==> src/rtl/bin_logic_pkg.sv <==
// bin_logic_pkg: shared state encoding, truth-table column constants and table-width helper
package bin_logic_pkg;
  typedef enum logic [1:0] {IDLE, SWEEP, DRAIN, DONE} state_t;
  localparam logic [15:0] COL_A = 16'h00FF;
  localparam logic [15:0] COL_B = 16'h0F0F;
  localparam logic [15:0] COL_C = 16'h3333;
  localparam logic [15:0] COL_D = 16'h5555;
  function automatic int tw_of(input int n_in);
    return 1 << n_in;
  endfunction
endpackage

==> src/rtl/bin_logic_sweep_ctrl_if.sv <==
// bin_logic_sweep_ctrl_if: host handshake and function-unit signals; BIN_LOGIC_EXPECT_CHECK_EN adds expect/mismatch
interface bin_logic_sweep_ctrl_if #(parameter int TW = 16);
  logic start;
  logic busy;
  logic done;
  logic table_valid;
  logic [TW-1:0] table_out;
  logic fa;
  logic fb;
  logic fc;
  logic fd;
  logic fx;
`ifdef BIN_LOGIC_EXPECT_CHECK_EN
  logic [TW-1:0] expect_tt;
  logic [TW-1:0] mismatch_mask;
  logic mismatch;
`endif
  modport master (
`ifdef BIN_LOGIC_EXPECT_CHECK_EN
    output expect_tt, input mismatch, mismatch_mask,
`endif
    output start, fx, input busy, done, table_valid, table_out, fa, fb, fc, fd
  );
  modport slave (
`ifdef BIN_LOGIC_EXPECT_CHECK_EN
    input expect_tt, output mismatch, mismatch_mask,
`endif
    input start, fx, output busy, done, table_valid, table_out, fa, fb, fc, fd
  );
endinterface

==> src/rtl/bin_logic_capture_pipe.sv <==
// bin_logic_capture_pipe: LAT-deep delay of {valid, column} matching the function unit latency
module bin_logic_capture_pipe #(
  parameter int N_IN = 4,
  parameter int LAT = 0
) (
  input  logic clk,
  input  logic rst,
  input  logic in_valid,
  input  logic [N_IN-1:0] in_col,
  output logic out_valid,
  output logic [N_IN-1:0] out_col
);
  if (LAT == 0) begin : g_wire
    logic unused_clk;
    assign unused_clk = clk ^ rst;
    assign out_valid = in_valid;
    assign out_col = in_col;
  end else begin : g_pipe
    logic [N_IN:0] stg [LAT];
    // shift the column tag alongside the unit's internal pipeline
    always_ff @(posedge clk or posedge rst)
      if (rst) for (int i = 0; i < LAT; i++) stg[i] <= '0;
      else begin
        stg[0] <= {in_valid, in_col};
        for (int i = 1; i < LAT; i++) stg[i] <= stg[i-1];
      end
    assign {out_valid, out_col} = stg[LAT-1];
  end
endmodule

==> src/rtl/bin_logic_sweep_ctrl.sv <==
// bin_logic_sweep_ctrl: sweeps all input columns through a function unit and builds its truth table; option BIN_LOGIC_EXPECT_CHECK_EN
module bin_logic_sweep_ctrl
  import bin_logic_pkg::*;
#(
  parameter int N_IN = 4,
  parameter int LAT = 0
) (
  input logic clk,
  input logic rst,
  bin_logic_sweep_ctrl_if.slave bus
);
  localparam int TW = tw_of(N_IN);
  state_t state;
  logic [N_IN-1:0] idx;
  logic [2:0] drain_cnt;
  logic p_valid;
  logic [N_IN-1:0] p_col;
`ifdef BIN_LOGIC_EXPECT_CHECK_EN
  logic [TW-1:0] exp_q;
`endif
  assign bus.fa = ~idx[3];
  assign bus.fb = ~idx[2];
  assign bus.fc = ~idx[1];
  assign bus.fd = ~idx[0];
  bin_logic_capture_pipe #(.N_IN(N_IN), .LAT(LAT)) u_pipe (
    .clk(clk), .rst(rst), .in_valid(state == SWEEP), .in_col(idx),
    .out_valid(p_valid), .out_col(p_col)
  );
  // sequencer: start/sweep/drain/done with registered handshake and table capture
  always_ff @(posedge clk or posedge rst)
    if (rst) begin
      state <= IDLE;
      idx <= '0;
      drain_cnt <= '0;
      bus.busy <= 1'b0;
      bus.done <= 1'b0;
      bus.table_valid <= 1'b0;
      bus.table_out <= '0;
`ifdef BIN_LOGIC_EXPECT_CHECK_EN
      exp_q <= '0;
      bus.mismatch <= 1'b0;
      bus.mismatch_mask <= '0;
`endif
    end else begin
      bus.done <= 1'b0;
      if (p_valid) bus.table_out[p_col] <= bus.fx;
      case (state)
        IDLE: if (bus.start) begin
          state <= SWEEP;
          idx <= '0;
          bus.table_out <= '0;
          bus.table_valid <= 1'b0;
          bus.busy <= 1'b1;
`ifdef BIN_LOGIC_EXPECT_CHECK_EN
          exp_q <= bus.expect_tt;
          bus.mismatch <= 1'b0;
          bus.mismatch_mask <= '0;
`endif
        end
        SWEEP: begin
          idx <= idx + 1'b1;
          drain_cnt <= '0;
          if (&idx) state <= (LAT > 0) ? DRAIN : DONE;
        end
        DRAIN: begin
          drain_cnt <= drain_cnt + 1'b1;
          if (drain_cnt == 3'(LAT - 1)) state <= DONE;
        end
        DONE: begin
          state <= IDLE;
          bus.done <= 1'b1;
          bus.table_valid <= 1'b1;
          bus.busy <= 1'b0;
`ifdef BIN_LOGIC_EXPECT_CHECK_EN
          bus.mismatch_mask <= bus.table_out ^ exp_q;
          bus.mismatch <= |(bus.table_out ^ exp_q);
`endif
        end
        default: state <= IDLE;
      endcase
    end
endmodule

==> src/flat_wrapper.sv <==
// flat-port wrapper written by rule: the top's interface ports become plain ports
module bin_logic_sweep_ctrl_flat import bin_logic_pkg::*;
#(
  parameter int N_IN = 4,
  parameter int LAT = 0
)
  (clk, rst, bus_start, bus_fx, bus_busy, bus_done, bus_table_valid, bus_table_out, bus_fa, bus_fb, bus_fc, bus_fd);
  bin_logic_sweep_ctrl_if #(.TW(16)) bus_i ();
  input logic clk;
  input logic rst;
  input wire logic [$bits(bus_i.start)-1:0] bus_start;
  input wire logic [$bits(bus_i.fx)-1:0] bus_fx;
  output wire logic [$bits(bus_i.busy)-1:0] bus_busy;
  output wire logic [$bits(bus_i.done)-1:0] bus_done;
  output wire logic [$bits(bus_i.table_valid)-1:0] bus_table_valid;
  output wire logic [$bits(bus_i.table_out)-1:0] bus_table_out;
  output wire logic [$bits(bus_i.fa)-1:0] bus_fa;
  output wire logic [$bits(bus_i.fb)-1:0] bus_fb;
  output wire logic [$bits(bus_i.fc)-1:0] bus_fc;
  output wire logic [$bits(bus_i.fd)-1:0] bus_fd;
  assign bus_i.start = bus_start;
  assign bus_i.fx = bus_fx;
  assign bus_busy = bus_i.busy;
  assign bus_done = bus_i.done;
  assign bus_table_valid = bus_i.table_valid;
  assign bus_table_out = bus_i.table_out;
  assign bus_fa = bus_i.fa;
  assign bus_fb = bus_i.fb;
  assign bus_fc = bus_i.fc;
  assign bus_fd = bus_i.fd;
  bin_logic_sweep_ctrl #(.N_IN(N_IN), .LAT(LAT)) u_core (.clk(clk), .rst(rst), .bus(bus_i));
endmodule
==> config.mk <==
export PLATFORM = sky130hd
export DESIGN_NAME = bin_logic_sweep_ctrl_flat
export DESIGN_NICKNAME = d
export VERILOG_FILES = /design/src/rtl/bin_logic_pkg.sv /design/src/rtl/bin_logic_sweep_ctrl_if.sv /design/src/rtl/bin_logic_capture_pipe.sv /design/src/rtl/bin_logic_sweep_ctrl.sv /design/src/flat_wrapper.sv
export SDC_FILE = /design/constraint.sdc
export NUM_CORES = 1
export LEC_CHECK = 0
export CAP_MARGIN = 25
export CORE_MARGIN = 5
export CORE_UTILIZATION = 45
export CTS_CLUSTER_DIAMETER = 150
export CTS_CLUSTER_SIZE = 16
export DETAILED_ROUTE_END_ITERATION = 10
export GPL_ROUTABILITY_DRIVEN = 0
export PLACE_DENSITY = 0.76
export SETUP_SLACK_MARGIN = 0.15
export SLEW_MARGIN = 0
export SYNTH_ARGS = -nofsm -noshare
export SYNTH_HDL_FRONTEND = slang
export SYNTH_SLANG_ARGS = --single-unit
==> constraint.sdc <==
create_clock -name clk -period 1.85 [get_ports clk]
set_clock_uncertainty 0.1 [all_clocks]
set_input_delay 0.2775 -clock clk [delete_from_list [all_inputs] [get_ports clk]]
set_output_delay 0.2775 -clock clk [all_outputs]
set_load 0.01 [all_outputs]
### Word level (Yosys, flattened, before mapping)

Index checks and enable logic that the tools add are counted.

* magnitude comparators: 2
* muxes and demuxes: 18
* eq/ne operators: 7
* add/sub/neg operators: 2
* reductions and logical operators: 9
* bitwise logic cells: 4

Operator list (number)
* 16-bit two-way mux: 3
* 16-bit bitwise mux: 1
* 2-bit case mux with 4 select lines: 1
* 4-bit case mux with 2 select lines: 1
* 2-bit two-way mux: 3
* 3-bit case mux with 2 select lines: 1
* 2-bit nonzero test: 3
* 4-bit by 5-bit < comparator with 1-bit output (second input constant): 1
* 4-bit by 1-bit adder with 4-bit output (second input constant): 1
* 1-bit demux with 4-bit select: 1
* 2-bit == test (second input constant): 2
* 4-bit by 1-bit >= comparator with 1-bit output (second input constant): 1
* 1-bit two-way mux: 4
* 4-bit two-way mux: 1
* 2-bit inequality test (second input constant): 2
* 1-bit NOT: 4
* 1-bit case mux with 2 select lines: 2
* 2-bit AND reduction: 2
* 4-bit AND reduction: 1
* 3-bit by 1-bit adder with 3-bit output (second input constant): 1
* 3-bit == test (second input constant): 1
* 3-bit AND reduction: 1
* 2-bit by 1-bit == test with 1-bit output (second input constant): 1
* 2-bit zero test: 1
* other kinds (2): 2

* output and inout bits: 23
* word-level logic and storage cells: 49
* flip-flop bits (word level): 28
* bits of input ports: 4

### Longest topological paths before layout

Gate-level depths: netlist of run 1.

* depth after elaboration: 8
* gate-level depth with buffers: 7
* depth with buffers taken out: 5

### Modules after synthesis

From an unflattened synthesis of run 1, not the netlist that was laid out.

* cell total of the unflattened synthesis: 149
* area, all modules: 1483.9 um2

By module, submodules not included
* bin_logic_sweep_ctrl: times used 1, cells each 144, sequential area each 700.7 um2, area each 1446.4 um2
* bin_logic_capture_pipe: times used 1, cells each 5, sequential area each 0.0 um2, area each 37.5 um2

### Least setup slack after synthesis of run 1

No wires, ideal clock.

* path kind: reg-to-reg
* from: register u_core.state[0]
* to: register u_core.state[1]
* required time: 1625 ps
* stages on the path, launching flop included: 6
* clock period less this slack: 1635 ps
* slack: 215 ps
* arrival: 1409 ps
* path buffers: 0
* setup time: 125 ps
* path through: dfrtp_1 > inv_1 > ha_1 > and2b_4 > a221oi_4 > mux2_4

* longest elaborated chain between the ends: 3
* elaborated cells on any way between the ends: 9
* those cells by class: eq/ne: 6; mux: 1; reduce/logical: 2

RTL lines
* start, declared: line bin_logic_sweep_ctrl.sv:13 `state_t state;`
* start signal, assigned: line bin_logic_sweep_ctrl.sv:63 `if (&idx) state <= (LAT > 0) ? DRAIN : DONE;`
* 2-bit by 1-bit == test with 1-bit output, or another cell as far along: line bin_logic_sweep_ctrl.sv:47 `case (state)`
* 2-bit inequality test (no source line) or 2-bit by 1-bit inequality test with 1-bit output (tied branches)
* 3-bit AND reduction (no source line)

Several ways; a longest one is shown, not always the timed one.
A chain may end at the register's enable or synchronous reset.

### Worst setup path in the final report of run 1

Ends and elaborated chain as after synthesis.

==> impl_metrics.py, run 1 <==
metrics = {
    "routing": {
        "ant_nets": 0,
        "drc": 0,
        "viasPerCell": 5.36,
        "detail_route.first_pass.iterations": 4,
        "avgRoutedWirePerCell_um": 14.2,
        "routed_wl_um": 3260,
        "drt-initial-drc-count": 72,
        "vias": 1228,
    },
    "worst_setup_path": {
        "crit_type": "reg2reg",
        "worstPathRequired_ns": 1.98,
        "cp_max_fo": 3,
        "crit_path_start_kind": "register",
        "cp-end-kind": "register",
        "arrival_ns": 1.77,
    },
    "placed_design": {
        "io_buffers": 26,
        "place_hpwl_um": 2430,
    },
    "synth": {
        "synth_top_cell_by_area": "dfrtp_1",
        "synth_top_area_share_pct": 45.1,
        "yosysUniqueCellTypes": 27,
        "synthTopCellsByArea": "dfrtp_1, ha_1, mux2i_1",
        "synthesis.area_sq_um": 1550,
        "synth_seq_cells": 28,
        "syn_nets": 168,
        "netlist_instances": 151,
        "yosys_warnings": 0,
        "avgSynthCellArea_sq_um": 10.3,
        "seq_area_frac_synth_pct": 45.1,
    },
    "clock_network": {
        "cts-root-buf": "clkbuf_4",
        "clock_sinks": 28,
        "htree_levels": 1,
        "clk_pin_slew_ns": 0.15,
        "cts_buffers": 3,
        "clock_path_buffers": 2,
        "cts_tree": "done",
        "insertion_delay_ns": 0.33,
        "hold_buffers": 0,
    },
    "finish": {
        "multi_input_area_sq_um": 758,
        "fin_util_pct": 59.6,
        "areaGrowthSynthToFinish_pct": 28.1,
        "fill_cells": 294,
        "layout_commonest_cell": "dfrtp_1",
        "n_antenna_cell": 0,
        "layout_common_cells": "dfrtp_1, clkdlybuf4s50_1, mux2i_1",
        "finalNetCount": 201,
        "ff_latch_area_sq_um": 704,
        "drive_gt1_share_pct": 14.2,
    },
    "floorplanning": {
        "ios": 27,
        "start_util_pct": 46.5,
        "die_w_um": 68.7,
        "rows": 21,
        "fp.coreArea_sq_um": 3340,
        "dieArea_sq_um": 4730,
        "die_y_um": 68.7,
    },
    "min_path": {
        "worstHoldPathType": "in2async",
    },
    "pwr": {
        "total_power_uw": 2930,
        "powerDensity_nw_per_um2": 1470,
        "ir_worst_vdd_mv": 0.699,
        "cellLeakagePower_uw": 0.00103,
    },
    "sta": {
        "min_period_ns": 1.64,
        "post-route-period-util_pct": 88.4,
        "slew_violations": 0,
        "finalHoldViolCount": 0,
        "rsz0062_at_grt": "true",
        "max_slew_margin_pct": 63.8,
        "finalSetupViolCount": 0,
        "fin_setup_tns_ns": 0,
        "worstMarginPinSlew_ns": 0.542,
        "fmax_mhz": 611,
    },
    "flow_run": {
        "max_cap_violations": 0,
    },
    "grt": {
        "grt-ovfl-total": 0,
        "antenna_found_initial": 0,
        "grt_max_degree": 29,
        "grt_usage_pct": 14.9,
        "grt_pass1_wl_um": 5420,
        "first_global_vias": 1222,
    },
    "status": {
        "status": "complete, no violations",
    },
}
==> critical path: stages (launching register included) <==
cell,delay (ns)
dfrtp_1,0.41
inv_1,0.09
ha_1,0.22
and2b_4,0.18
a221oi_4,0.23
mux2_4,0.32
==> kinds of logic after synthesis <==
logic type,share of synthesized area [%]
AOI/OAI and AO/OA,8.38
adders and majority gates,10.5
buffers and inverters,6.04
DFF,45.1
muxes,10.6
and+or+nand+nor,19.3
==> per-stage QoR <==
| step | std cells | hold slack [ns] | setup WS [ns] | area [sq um] |
|---|---|---|---|---|
| finish | 229 | 0.191 | 0.214 | 1990 |
| global route | 229 | 0.210 | 0.133 | 1990 |
| floorplan | 151 | 0.243 | 0.215 | 1550 |
| global placement | 221 | 0.365 | 0.146 | 1900 |
| CTS | 226 | 0.196 | 0.153 | 1960 |
| detailed placement | 221 | 0.397 | 0.123 | 1900 |
==> report_power, final <==
part           internal [uW]  leakage (uW)  switching [uW]
Sequential               824      0.000365             141
Clock                    219     0.0000279             183
Combinational            768      0.000633             791
Total                   1810       0.00103            1110
==> cells in the mapped netlist <==
master,count
ha_1,13
a221oi_4,1
a32o_1,1
nand4b_1,8
nand2b_1,2
mux2i_1,15
nand3_1,6
a21oi_1,5
nor2_1,13
o211ai_1,1
a22o_1,1
buf_2,9
or2_1,1
nor2_2,1
dfrtp_1,28
o21ai_0,9
and2_1,1
and2b_4,1
o21bai_1,1
clkbuf_1,2
or2b_1,1
nand2_1,8
mux2_4,1
nand3_2,1
nor2b_1,2
inv_1,11
nand4_1,8
==> sequential cells by signal, summed over array words and instances (netlist names) <==
signal,flops
u_core.bus.busy,1
u_core.bus.done,1
u_core.bus.table_out,16
u_core.bus.table_valid,1
u_core.drain_cnt,3
u_core.idx,4
u_core.state,2
==> layer usage <==
| metal | vias up | wire, um | GRT usage [%] | part of all wire [%] |
|---|---|---|---|---|
| met3 | 8 | 143 | 1.46 | 4.4 |
| li1 | 587 | - | - | - |
| met1 | 596 | 1400 | 19.1 | 43 |
| met5 | - | 0 | 0 | 0 |
| met4 | 0 | 46 | 5.11 | 1.4 |
| met2 | 37 | 1670 | 26.1 | 51 |
==> area by class of cell <==
type / count / area share (%)
Inverter: 11 / 2.08
Timing Repair Buffer: 39 / 18.9
Clock buffer: 3 / 1.13
Sequential cell: 28 / 35.4
Multi-Input combinational cell: 101 / 38.1
Tap cell: 46 / 2.89
Clock inverter: 1 / 1.51
==> timing repair <==
| action | in CTS | in global routing |
|---|---|---|
| endpoints found under the setup margin | 4 | 7 |
| buffers inserted | 1 | 3 |
| resized for setup | 8 | 4 |
==> path summary, 6_finish.rpt <==
kind | start | end | slack, ns | cells past startpoint
worst max-delay path | u_core.state[0] | u_core.state[1] | 0.21 | 5
worst min-delay path | rst | u_core.bus.table_out[6] | 0.19 | 3
worst max register to register | u_core.state[0] | u_core.state[1] | 0.21 | 5
worst min register to register | u_core.drain_cnt[0] | u_core.drain_cnt[0] | 0.42 | 1
max in group asynchronous | rst | u_core.idx[2] | 1.18 | 3
min in group clk | u_core.drain_cnt[0] | u_core.drain_cnt[0] | 0.42 | 1
(Power assumes the default switching activity.)
==> inputs of run 2 (changes only) <==
--- a/config.mk
+++ b/config.mk
@@ -5,6 +5,7 @@
 export SDC_FILE = /design/constraint.sdc
 export NUM_CORES = 1
 export LEC_CHECK = 0
+export ABC_AREA = 1
 export CAP_MARGIN = 25
 export CORE_MARGIN = 5
 export CORE_UTILIZATION = 45
==> run 2 against run 1 <==
Via count rose by 1.8%. Cell count grew 13%. Combinational power barely moved. Utilization up 0.50 points. Wire length is 6.2% lower. Design area down 6.2%. Die area shrank 4.6%. Largest power group unchanged. Critical path type is now reg2out. Setup slack lost 0.0054 ns. Clock-buffer cell count grew 1. Critical path depth down 4.
==> impl_metrics.py, run 2 <==
metrics = {
    "routing": {
        "viasPerCell": 4.84,
        "routed_wl_um": 3060,
        "vias": 1250,
        "detail_route.first_pass.iterations": 4,
        "drc": 0,
        "avgRoutedWirePerCell_um": 11.9,
        "ant_nets": 0,
        "drt-initial-drc-count": 82,
    },
    "grt": {
        "grt-ovfl-total": 0,
        "grt_max_degree": 29,
        "grt_pass1_wl_um": 5250,
        "antenna_found_initial": 0,
        "first_global_vias": 1212,
        "grt_usage_pct": 15.0,
    },
    "finish": {
        "layout_commonest_cell": "nand2_1",
        "drive_gt1_share_pct": 13.1,
        "layout_common_cells": "nand2_1, nor2_1, dfrtp_1",
        "reg_top3": "u_core.bus.table_out: 16 flops, u_core.idx: 4 flops, u_core.drain_cnt: 3 flops",
        "multi_input_area_sq_um": 681,
        "ff_latch_area_sq_um": 706,
        "finalNetCount": 232,
        "areaGrowthSynthToFinish_pct": 27.0,
        "largest-register": "u_core.bus.table_out",
        "final_area_sq_um": 1870,
        "n_antenna_cell": 0,
        "largest_register_ffs": 16,
        "fin_cells": 258,
        "fill_cells": 300,
    },
    "pwr": {
        "ir_worst_vdd_mv": 0.579,
        "intPower_uw": 1630,
        "powerDensity_nw_per_um2": 1530,
        "p_seq_share_pct": 34.7,
        "comb_power_share_pct": 54.9,
        "cellLeakagePower_uw": 0.000978,
        "p_sw_share_pct": 42.6,
        "switchingPower_uw": 1210,
        "p_clk_share_pct": 10.5,
    },
    "sta": {
        "max_slew_margin_pct": 75.0,
        "slew_violations": 0,
        "worstMarginPinSlew_ns": 0.373,
        "fmax_mhz": 609,
        "finalHoldViolCount": 0,
        "layout_setup_ws_ns": 0.208,
        "post-route-period-util_pct": 88.7,
        "fin_setup_tns_ns": 0,
        "min_period_ns": 1.64,
        "rsz0062_at_grt": "false",
        "finalSetupViolCount": 0,
    },
    "worst_setup_path": {
        "crit_path_start_kind": "register",
        "critical_path.top_delay_family": "buffers and inverters",
        "regToRegStartpoint": "u_core.state[0]",
        "crit_start": "u_core.bus.table_out[12]",
        "worstPathRequired_ns": 1.47,
        "crit_type": "reg2out",
        "crit_path_end": "bus_table_out[12]",
        "arrival_ns": 1.26,
        "cpMaxStageDelayCell": "clkdlybuf4s50_1",
        "rrSetupSlack_ns": 0.27,
        "cp_max_fo": 2,
        "worst-path-buf-inv": 1,
        "reg2reg_to": "u_core.idx[3]",
        "reg2reg_depth": 6,
        "cpPeakStageDelay_ns": 0.54,
        "cp-end-kind": "output pin",
        "cp_num_cells": 1,
        "path_cells": "clkdlybuf4s50_1",
    },
    "synth": {
        "avgSynthCellArea_sq_um": 8.16,
        "synthArstFlopShare_pct": 100,
        "synth_ff_type": "dfrtp_1",
        "ys_top_cells_by_count": "nand2_1, dfrtp_1, nor2_1, nand3_1, inv_1",
        "synth_top_area_share_pct": 47.7,
        "synth_edf_count": 0,
        "yosysUniqueCellTypes": 17,
        "netlist_instances": 180,
        "yosys_warnings": 0,
        "synthTopCellsByArea": "dfrtp_1, ha_1, nand2_1",
        "synth_top_cell_by_area": "dfrtp_1",
        "yosysMostFrequentCell": "nand2_1",
        "syn_nets": 197,
        "synth_seq_cells": 28,
        "synthesis.area_sq_um": 1470,
        "seq_area_frac_synth_pct": 47.7,
    },
    "clock_network": {
        "cts-root-buf": "clkbuf_4",
        "htree_levels": 1,
        "clock_path_buffers": 2,
        "cts_tree": "done",
        "cts_buffers": 3,
        "hold_buffers": 0,
        "clk_pin_slew_ns": 0.15,
        "insertion_delay_ns": 0.32,
        "clock_sinks": 28,
    },
    "floorplanning": {
        "rows": 20,
        "fp.coreArea_sq_um": 3100,
        "die_y_um": 67.1,
        "ios": 27,
        "dieArea_sq_um": 4510,
        "start_util_pct": 47.3,
        "die_w_um": 67.1,
    },
    "placed_design": {
        "pre_cts_slack_ns": 0.237,
        "place_hpwl_um": 2260,
        "io_buffers": 26,
        "dp.cells": 249,
        "place_area_sq_um": 1780,
    },
    "status": {
        "status": "complete, no violations",
    },
    "flow_run": {
        "max_cap_violations": 0,
    },
    "min_path": {
        "worstHoldPathType": "in2async",
    },
}
-- run 2: cell count changes in the layout (fill, tap and decap cells not counted), moves of 8 or more --
cell,previous run,this run
nor3_1,0,8
nor2_1,13,27
nand3_1,6,16
o21ai_1,0,12
nand4b_1,8,0
mux2i_1,15,0
nand2_1,8,32
nand4_1,8,0
-- run 2: worst min-delay path by stage --
stage                                          to  slack (ns)  depth (start not counted)
after global placement     u_core.bus.table_valid        0.36                          2
after global routing      u_core.bus.table_out[3]        0.21                          3
final                     u_core.bus.table_out[1]        0.19                          3
after CTS                 u_core.bus.table_out[1]        0.21                          3
after detailed placement      u_core.drain_cnt[0]        0.37                          1
after floorplan                   u_core.bus.busy        0.24                          1
-- run 2: through the flow --
stage	util (%)	hold WS [ns]	power, uW
final	60.1	0.189	2850
after global routing	60.1	0.210	3110
after CTS	59.6	0.210	2850
after detailed placement	57.5	0.368	2500
after global placement	57.5	0.360	2460
after floorplan	-	0.243	1920
-- run 2: area by class of cell --
class / instances / area share (%)
flip-flops and latches: 28 / 37.8
multi-input cells: 129 / 36.5
repair buffers: 33 / 16.8
inverters: 20 / 4.02
well taps: 44 / 2.95
clock buffers: 4 / 1.95
-- run 2: kinds of logic (layout without fill, tap and decap cells) --
kind of cell / count (synthesis) / count (layout) / synth area share, %
compound gates: 27 / 27 / 9.20
simple gates: 89 / 89 / 25.9
buf+inv: 23 / 57 / 6.13
fa+ha+maj: 13 / 13 / 11.1
flops: 28 / 28 / 47.7
-- run 2: per-layer routing --
layer  GRT usage, %  wire length [um]  vias up  part of all wire [%]
met2           23.7              1350       19                    44
met5              0                 0        -                     0
met3           2.00               100        2                   3.3
li1               -                 -      650                     -
met1           21.2              1580      579                    52
met4           5.32                27        0                  0.88
-- run 2: power groups by stage --
stage	Sequential [uW]	Combinational (uW)	Clock (uW)
finish	987	1560	297
global placement	1040	1420	0
floorplan	1070	843	0
detailed placement	1040	1460	0
CTS	987	1560	303
global route	1020	1750	340
-- run 2: what timing repair did --
item	CTS	global route
resized for setup	10	3
endpoints found under the setup margin	4	13
pin swaps	0	0
endpoints found under the hold margin	0	0
setup buffers	4	1
